<file path="src/rtl/tri_fu_tblmul_bthrec_pkg.sv">
// Shared constants and types for the radix-4 Booth digit reassembler.
// Holds the digit-code layout {s_neg, s_x, s_x2} and the FSM state type.
package tri_fu_tblmul_bthrec_pkg;

   localparam int unsigned DIGITS_DEF = 8;

   // Bit positions inside the 3-bit digit code {s_neg, s_x, s_x2}
   localparam int unsigned CODE_NEG = 2;
   localparam int unsigned CODE_X   = 1;
   localparam int unsigned CODE_X2  = 0;
   localparam logic [2:0]  CODE_ILL = 3'b011;

   typedef enum logic [1:0] {
      ST_IDLE  = 2'd0,
      ST_ACCUM = 2'd1,
      ST_HOLD  = 2'd2
   } state_e;

endpackage

</file>
<file path="src/rtl/tri_fu_tblmul_bthrec_if.sv">
// Digit-in / operand-out handshake bundle for the Booth reassembler.
interface tri_fu_tblmul_bthrec_if
   import tri_fu_tblmul_bthrec_pkg::*;
#(
   parameter int unsigned DIGITS = DIGITS_DEF
);
   logic                in_valid;
   logic                in_ready;
   logic                s_neg;
   logic                s_x;
   logic                s_x2;
   logic                out_valid;
   logic                out_ready;
   logic [0:2*DIGITS-1] out_value;
   logic                out_err;

   modport master (
      output in_valid, s_neg, s_x, s_x2, out_ready,
      input  in_ready, out_valid, out_value, out_err
   );

   modport slave (
      input  in_valid, s_neg, s_x, s_x2, out_ready,
      output in_ready, out_valid, out_value, out_err
   );
endinterface

</file>
<file path="src/rtl/tri_fu_tblmul_bthrec_bthval.sv">
// Combinational Booth digit decode: {s_neg, s_x, s_x2} -> signed value in -2..2
// plus an illegal-code flag (s_x and s_x2 both set decodes to 0).
module tri_fu_tblmul_bthval
   import tri_fu_tblmul_bthrec_pkg::*;
(
   input  logic [2:0]        code_i,
   output logic signed [2:0] val_o,
   output logic              illegal_o
);
   logic [2:0] mag;

   always_comb begin
      illegal_o = ((code_i & CODE_ILL) == CODE_ILL);
      mag       = '0;
      if (!illegal_o) begin
         if (code_i[CODE_X2])
            mag = 3'd2;
         else if (code_i[CODE_X])
            mag = 3'd1;
      end
      val_o = code_i[CODE_NEG] ? -mag : mag;
   end
endmodule

</file>
<file path="src/rtl/tri_fu_tblmul_bthrec.sv">
// Reassembles a W-bit two's-complement operand from DIGITS radix-4 Booth
// digits (LS digit first) and presents it until the consumer takes it.
module tri_fu_tblmul_bthrec
   import tri_fu_tblmul_bthrec_pkg::*;
#(
   parameter int unsigned DIGITS = DIGITS_DEF
)
(
   input logic                   clk,
   input logic                   rst,
   tri_fu_tblmul_bthrec_if.slave bus
);
   localparam int unsigned W  = 2 * DIGITS;
   localparam int unsigned CW = (DIGITS > 1) ? $clog2(DIGITS) : 1;

   state_e          state_q, state_d;
   logic [W-1:0]    acc_q, acc_d;
   logic [CW-1:0]   cnt_q, cnt_d;
   logic            err_q, err_d;

   logic signed [2:0]   dig_val;
   logic                dig_ill;
   logic signed [W-1:0] dig_ext;
   logic [W-1:0]        dig_sh;
   logic                accept;
   logic                last;

   tri_fu_tblmul_bthval u_val (
      .code_i    ({bus.s_neg, bus.s_x, bus.s_x2}),
      .val_o     (dig_val),
      .illegal_o (dig_ill)
   );

   // Sign-extend the digit, then weight it by 4^k; wraps modulo 2^W.
   assign dig_ext = W'(dig_val);
   assign dig_sh  = dig_ext << {cnt_q, 1'b0};
   assign last    = (cnt_q == CW'(DIGITS - 1));
   assign accept  = bus.in_valid && (state_q != ST_HOLD);

   always_ff @(posedge clk) begin
      if (rst) begin
         state_q <= ST_IDLE;
         acc_q   <= '0;
         cnt_q   <= '0;
         err_q   <= 1'b0;
      end else begin
         state_q <= state_d;
         acc_q   <= acc_d;
         cnt_q   <= cnt_d;
         err_q   <= err_d;
      end
   end

   always_comb begin
      state_d = state_q;
      acc_d   = acc_q;
      cnt_d   = cnt_q;
      err_d   = err_q;
      unique case (state_q)
         ST_IDLE, ST_ACCUM: begin
            if (accept) begin
               acc_d = acc_q + dig_sh;
               err_d = err_q | dig_ill;
               if (last) begin
                  state_d = ST_HOLD;
                  cnt_d   = '0;
               end else begin
                  state_d = ST_ACCUM;
                  cnt_d   = cnt_q + 1'b1;
               end
            end
         end
         ST_HOLD: begin
            if (bus.out_ready) begin
               state_d = ST_IDLE;
               acc_d   = '0;
               cnt_d   = '0;
               err_d   = 1'b0;
            end
         end
         default: state_d = ST_IDLE;
      endcase
   end

   // Outputs are forced to their idle values while rst is high.
   assign bus.in_ready  = rst || (state_q != ST_HOLD);
   assign bus.out_valid = !rst && (state_q == ST_HOLD);
   assign bus.out_value = rst ? '0 : acc_q;
   assign bus.out_err   = !rst && err_q;
endmodule

</file>
<file path="src/flat_wrapper.sv">
// flat-port wrapper written by rule: the top's interface ports become plain ports
module tri_fu_tblmul_bthrec_flat import tri_fu_tblmul_bthrec_pkg::*;
#(
   parameter int unsigned DIGITS = DIGITS_DEF
)
  (clk, rst, bus_in_valid, bus_s_neg, bus_s_x, bus_s_x2, bus_out_ready, bus_in_ready, bus_out_valid, bus_out_value, bus_out_err);
  tri_fu_tblmul_bthrec_if #(.DIGITS(DIGITS)) bus_i ();
  input logic clk;
  input logic rst;
  input wire logic [$bits(bus_i.in_valid)-1:0] bus_in_valid;
  input wire logic [$bits(bus_i.s_neg)-1:0] bus_s_neg;
  input wire logic [$bits(bus_i.s_x)-1:0] bus_s_x;
  input wire logic [$bits(bus_i.s_x2)-1:0] bus_s_x2;
  input wire logic [$bits(bus_i.out_ready)-1:0] bus_out_ready;
  output wire logic [$bits(bus_i.in_ready)-1:0] bus_in_ready;
  output wire logic [$bits(bus_i.out_valid)-1:0] bus_out_valid;
  output wire logic [$bits(bus_i.out_value)-1:0] bus_out_value;
  output wire logic [$bits(bus_i.out_err)-1:0] bus_out_err;
  assign bus_i.in_valid = bus_in_valid;
  assign bus_i.s_neg = bus_s_neg;
  assign bus_i.s_x = bus_s_x;
  assign bus_i.s_x2 = bus_s_x2;
  assign bus_i.out_ready = bus_out_ready;
  assign bus_in_ready = bus_i.in_ready;
  assign bus_out_valid = bus_i.out_valid;
  assign bus_out_value = bus_i.out_value;
  assign bus_out_err = bus_i.out_err;
  tri_fu_tblmul_bthrec #(.DIGITS(DIGITS)) u_core (.clk(clk), .rst(rst), .bus(bus_i));
endmodule
</file>
<file path="config.mk">
export PLATFORM = sky130hd
export DESIGN_NAME = tri_fu_tblmul_bthrec_flat
export DESIGN_NICKNAME = d
export VERILOG_FILES = /design/src/rtl/tri_fu_tblmul_bthrec_pkg.sv /design/src/rtl/tri_fu_tblmul_bthrec_if.sv /design/src/rtl/tri_fu_tblmul_bthrec_bthval.sv /design/src/rtl/tri_fu_tblmul_bthrec.sv /design/src/flat_wrapper.sv
export SDC_FILE = /design/constraint.sdc
export NUM_CORES = 1
export LEC_CHECK = 0
export BUFFER_PORTS_ARGS = -buffer_cell sky130_fd_sc_hd__buf_2
export CORE_MARGIN = 4
export CORE_UTILIZATION = 40
export DETAILED_ROUTE_END_ITERATION = 6
export HOLD_SLACK_MARGIN = 0.03
export PLACE_DENSITY = 0.55
export RECOVER_POWER = 50
export SLEW_MARGIN = 20
export SYNTH_ARGS = -nofsm -noshare
export SYNTH_HDL_FRONTEND = slang
export SYNTH_HIERARCHICAL = 1
export SYNTH_SLANG_ARGS = --single-unit
</file>
<file path="constraint.sdc">
create_clock -name clk -period 8.6 [get_ports clk]
set_input_delay 1.72 -clock clk [delete_from_list [all_inputs] [get_ports clk]]
set_output_delay 1.72 -clock clk [all_outputs]
set_load 0.005 [all_outputs]
</file>
==> results of run 1 <==
[registers in the layout (all words and copies together), names as in the netlist]
| register | cells |
|---|---|
| u_core/cnt_q | 3 |
| u_core/err_q | 1 |
| u_core/state_q | 2 |
| u_core/acc_q | 16 |
[metrics by stage]
step	instance area [µm²]	std cells
floorplan	1910	245
global placement	2070	314
detailed placement	2070	314
CTS	2150	318
global route	2130	318
finish	2130	318
[power groups by stage]
stage                     Combinational (mW)  Sequential, mW  Clock [mW]
final                                  0.110           0.122       0.100
after CTS                              0.111           0.122       0.104
after detailed placement               0.110           0.124           0
after global routing                   0.125           0.123       0.109
after global placement                 0.111           0.124           0
after floorplan                       0.0871           0.120           0
[how the worst max path moves through the flow]
stage | start | endpoint | slack, ns | cells past startpoint
floorplan | bus_s_x2 | u_core/acc_q[14]$_SDFFE_PP0P_ | 4.27 | 12
global placement | bus_s_x2 | u_core/acc_q[14]$_SDFFE_PP0P_ | 3.87 | 13
detailed placement | bus_s_x2 | u_core/acc_q[14]$_SDFFE_PP0P_ | 3.81 | 13
CTS | bus_s_x2 | u_core/acc_q[14]$_SDFFE_PP0P_ | 4.09 | 13
global route | bus_s_x2 | u_core/acc_q[14]$_SDFFE_PP0P_ | 3.72 | 13
finish | rst | bus_out_valid | 3.87 | 4
[per-layer routing]
layer	global-route usage, %	part of all wire [%]
met5	0	0
met4	2.14	0.40
met3	2.93	3.3
met2	24.7	42
met1	22.9	54
[logic make-up (layout without fill, tap and decap cells)]
logic type / count (synthesis) / count (layout) / share of synthesized area [%]
AOI/OAI and AO/OA: 72 / 72 / 24.7
xor gates and xnor gates: 6 / 6 / 2.75
adders and majority gates: 21 / 21 / 14.2
buffers and inverters: 19 / 40 / 3.87
DFF: 22 / 22 / 23.1
muxes: 5 / 5 / 2.69
and+or+nand+nor: 100 / 100 / 28.8
[worst register-to-register path, stage by stage (launching register included)]
cell and delay, ns:
dfxtp_1 0.48, nand2b_1 0.25, nor3_1 0.15, ha_1 0.20, inv_1 0.06, fa_1 0.40
nor2b_1 0.18, o2111ai_1 0.16, a31oi_1 0.39, a31oi_1 0.17, a221oi_1 0.27, nand2_1 0.07
[layout by cell type, fill, tap and decap left out, types with 7 or more instances in the layout]
cell type  instances
ha_1              20
a21oi_1           23
nor2b_1           24
nor3_1            12
o21ai_0            9
and3_1             8
a22o_1             7
inv_1              9
nand3_1            7
clkbuf_1           9
nor2_1            16
nand2b_1           7
dfxtp_1           22
nand2_1           12
buf_2             13
[final cells by class]
class	instances	area share (%)
clock inverters	1	1.41
well taps	52	3.05
multi-input cells	204	65.4
flip-flops and latches	22	20.7
repair buffers	27	5.93
clock buffers	3	1.94
inverters	9	1.58
==> impl_metrics.ini, run 1 <==
[detailed_routing]
vias = 1771
drc_errors = 0
viasPerCell = 5.57
drt_iter0_markers = 105
wl_um = 4700
detail-route-antenna-nets = 0
firstDrtPassIters = 4
wl_per_cell_um = 14.8

[pwr]
p_total_uw = 332
power.density_nw_per_um2 = 156
ir_drop_mv = 0.0936
p_comb_share_pct = 33.1
p_sw_uw = 110
internal-power_uw = 223
power_switching_share_pct = 33.0
p_leak_nw = 0.995
seqPwrFrac_pct = 36.7
clkPwrFrac_pct = 30.2

[clocking]
clock_path_buffers = 2
ctsHoldBuffers = 0
htreeDepth = 1
clock_tree.root_cell = clkbuf_8
cts_tree = yes
worstSkewPairLatency_ns = 0.27
post_cts_resized = 0
numCtsBuffers = 3
post_cts_buffers = 0
cts_sinks = 22
path_clk_slew_ns = 0.09

[placement]
dp_hpwl_um = 3550
gp_congestion = 0.813
port_buffers = 25
dp_worst_setup_slack_ns = 3.81

[logic_synthesis]
synthFlopType = dfxtp_1
ys_async_sr_fraction_pct = 0
synth.area.top_cells = dfxtp_1 23%, ha_1 13%, nor2b_1 7.9%, a21oi_1 6.0%, a22o_1 3.2%
syn-num-nets = 273
ys_warn_count = 6
synth_most_common_cell = nor2b_1
synthTopCellsByCount = 24 x nor2b_1, 23 x a21oi_1, 22 x dfxtp_1, 20 x ha_1, 16 x nor2_1
yosysUniqueCellTypes = 51
ys_ff_latch = 22
synth_top_cell_by_area = dfxtp_1
ys_seq_area_share_pct = 23.1
syn_avg_cell_area_um2 = 7.79
synth_edf_count = 0
synth_top_area_share_pct = 23.1
mappedNetlistArea_um2 = 1910
synthCells = 245

[worst_setup_path]
worst_r2r_endpoint = u_core/acc_q[14]$_SDFFE_PP0P_
critPathSlowestCell = clkbuf_1
start_kind = input port
r2r_cells = 11
critPathMaxFanout = 25
crit_path_end_kind = output pin
worstPathCellList = clkbuf_1, or3b_2, inv_1, buf_2
arrival_ns = 3.01
worstSetupPathType = in2out
rrSetupSlack_ns = 5.71
crit-reg2reg-launch = u_core/cnt_q[0]$_SDFFE_PP0P_
critical_path_buf_inv_count = 3
slowest_delay_ns = 0.85
crit_family = buffers and inverters
crit_required_ns = 6.88

[global_routing]
grt_max_degree = 26
track_usage_pct = 15.8
grt_overflow = 0
antenna_found_initial = 0
grt_pass1_wl_um = 7780
grt_pass1_vias = 1621

[timing]
tightest_slew_ns = 1.18
hold_viol = 0
worst_slack_ns = 3.87
fin_crit_sh_pct = 55.0
slew_headroom_pct = 21.2
finalMaxSlewViolations = 0
worst_clock_skew_ns = 0.00958
finalSetupViolCount = 0
rsz0062_at_grt = false
hold_slack_ns = 0.518
setup_tns_ns = 0
finalCriticalPeriod_ns = 4.73
fmax_mhz = 211

[worst_hold_path]
min_from = u_core/err_q$_SDFFE_PP0P_
hold_class = reg2reg
hold_end = u_core/err_q$_SDFFE_PP0P_
hold_depth = 2

[finish]
diodes = 0
fin_nets = 295
regArea_um2 = 440
drive_gt1_share_pct = 11.3
syn_to_final_growth_pct = 11.7
final_core_util_pct = 47.7
fill_cells = 448
multi_input_area_um2 = 1400

[die]
die-height_um = 77.1
dieWidth_um = 77.1
ios = 26
core_area_um2 = 4470
start_util_pct = 42.7
die-area_um2 = 5940
placementRows = 24

[flow_run]
drv_cap = 0

[status]
status = complete, no violations
No activity file was read; power rests on OpenSTA's default activity.
==> run 2, diff against run 1 <==
--- a/config.mk
+++ b/config.mk
@@ -10,7 +10,7 @@
 export CORE_UTILIZATION = 40
 export DETAILED_ROUTE_END_ITERATION = 6
 export HOLD_SLACK_MARGIN = 0.03
-export PLACE_DENSITY = 0.55
+export PLACE_DENSITY = 0.57
 export RECOVER_POWER = 50
 export SLEW_MARGIN = 20
 export SYNTH_ARGS = -nofsm -noshare
==> constraint.sdc (replaced) <==
create_clock -name clk -period 4 [get_ports clk]
set_input_delay 0.8 -clock clk [delete_from_list [all_inputs] [get_ports clk]]
set_output_delay 0.8 -clock clk [all_outputs]
set_load 0.005 [all_outputs]
==> run 2 against run 1 <==
Clock power grew 120%. First-iteration DRC count grew 8.6%. Total power grew 120%. Final cell count grew 0.31%. Sequential cell count is the same. Largest cell class unchanged. Critical endpoint is now u_core/acc_q[14]$_SDFFE_PP0P_. Sequential share of layout area is essentially flat. Sequential power grew 110%.
==> impl_metrics.ini, run 2 (synthesis results as in run 1) <==
[status]
status = complete, no violations

[clocking]
cts_tree = yes
post_cts_resized = 0
path_clk_slew_ns = 0.09
ctsHoldBuffers = 0
worstSkewPairLatency_ns = 0.27
numCtsBuffers = 3
clock_path_buffers = 2
cts_sinks = 22
clock_tree.root_cell = clkbuf_8
htreeDepth = 1
post_cts_buffers = 0

[finish]
drive_gt1_share_pct = 9.74
top_register = u_core/acc_q
largest_reg_flops = 16
syn_to_final_growth_pct = 11.9
diodes = 0
regArea_um2 = 440
fin_nets = 296
final_common_cell = nor2b_1
mostFrequentLayoutCells = 24 x nor2b_1, 23 x a21oi_1, 22 x dfxtp_1
top_regs = u_core/acc_q: 16 flops, u_core/cnt_q: 3 flops, u_core/state_q: 2 flops
fill_cells = 468
multi_input_area_um2 = 1400

[timing]
worst_slack_ns = 0.533
fin_crit_sh_pct = 86.7
finalCriticalPeriod_ns = 3.47
worst_clock_skew_ns = 0.00463
rsz0062_at_grt = false
tightest_slew_ns = 1.17
finalMaxSlewViolations = 0
setup_tns_ns = 0
slew_headroom_pct = 22.3
hold_viol = 0
fmax_mhz = 288
finalSetupViolCount = 0

[global_routing]
grt_use_met1_pct = 23.5
grt_pass1_vias = 1641
busiest_layer = met2
grt_overflow = 0
track_usage_pct = 16.4
grt_max_degree = 26
met2_usage_pct = 25.8
antenna_found_initial = 0
grt_pass1_wl_um = 8050
grt_use_met3_pct = 3.63

[worst_setup_path]
crit_path_end_kind = flip-flop
worstPathCellList = buf_2, inv_1, ha_1, a21oi_1, nand2b_1, or3_1, fa_1, nor2b_1, o2111ai_1, a31oi_1, a31oi_1, a221oi_1, nand2_1
arrival_ns = 3.62
critPathMaxFanout = 4
crit_family = compound AO/OA/AOI/OAI gates
cp_common_cell = a31oi_1
slowest_delay_ns = 0.45
worstSetupPathType = in2reg
critical_path_buf_inv_count = 2
critPathSlowestCell = fa_1
crit_required_ns = 4.16
start_kind = input port

[detailed_routing]
wl_um = 4760
drt_iter0_markers = 114
drc_errors = 0
firstDrtPassIters = 4
detail-route-antenna-nets = 0
viasPerCell = 5.68
vias = 1811
wl_per_cell_um = 14.9

[placement]
port_buffers = 25
dp_worst_setup_slack_ns = 0.292
dp_hpwl_um = 3520
gp_congestion = 0.886

[die]
dieWidth_um = 77.1
placementRows = 24
die-area_um2 = 5940
ios = 26
die-height_um = 77.1
start_util_pct = 42.7
core_area_um2 = 4470

[pwr]
ir_drop_mv = 0.170
power.density_nw_per_um2 = 337
p_leak_nw = 0.979

[worst_hold_path]
hold_class = reg2reg

[flow_run]
drv_cap = 0
run 2: final timing paths:
kind | startpoint | to | slack (ns) | cells after the start
worst max-delay path | bus_s_x2 | u_core/acc_q[14]$_SDFFE_PP0P_ | 0.53 | 13
worst min-delay path | u_core/err_q$_SDFFE_PP0P_ | u_core/err_q$_SDFFE_PP0P_ | 0.52 | 2
worst max register to register | u_core/cnt_q[0]$_SDFFE_PP0P_ | u_core/acc_q[14]$_SDFFE_PP0P_ | 1.09 | 11
worst min register to register | u_core/err_q$_SDFFE_PP0P_ | u_core/err_q$_SDFFE_PP0P_ | 0.52 | 2
run 2: where the power goes:
group          internal, mW  total [mW]  switching, mW
Sequential            0.243       0.262         0.0197
Combinational         0.103       0.239          0.135
Clock                 0.134       0.219         0.0848
run 2: worst min-delay path, cell delays in order (launching register included):
cell and delay (ns):
dfxtp_1 0.32, a21oi_1 0.11, nor3_1 0.05
run 2: routing by layer:
metal	up-vias	share of wire [%]	wire length, µm
met4	0	0.48	23
met5	-	0	0
met2	42	44	2100
met1	822	51	2410
met3	4	4.9	232
li1	943	-	-
run 2: area by class of cell:
class                           count  area share [%]
Inverter                            9            1.58
Multi-Input combinational cell    204            65.3
Sequential cell                    22            20.6
Clock buffer                        3            1.93
Clock inverter                      1            1.41
Timing Repair Buffer               28            6.09
Tap cell                           52            3.05
run 2: through the flow:
stage	area, µm²	utilization (%)	hold slack, ns	instances	power (mW)
after floorplan	1910	-	0.466	245	0.444
after global placement	2080	46.5	0.493	315	0.507
after detailed placement	2080	46.5	0.494	315	0.505
after CTS	2150	48.1	0.514	319	0.727
after global routing	2140	47.7	0.545	319	0.773
final	2140	47.7	0.520	319	0.720
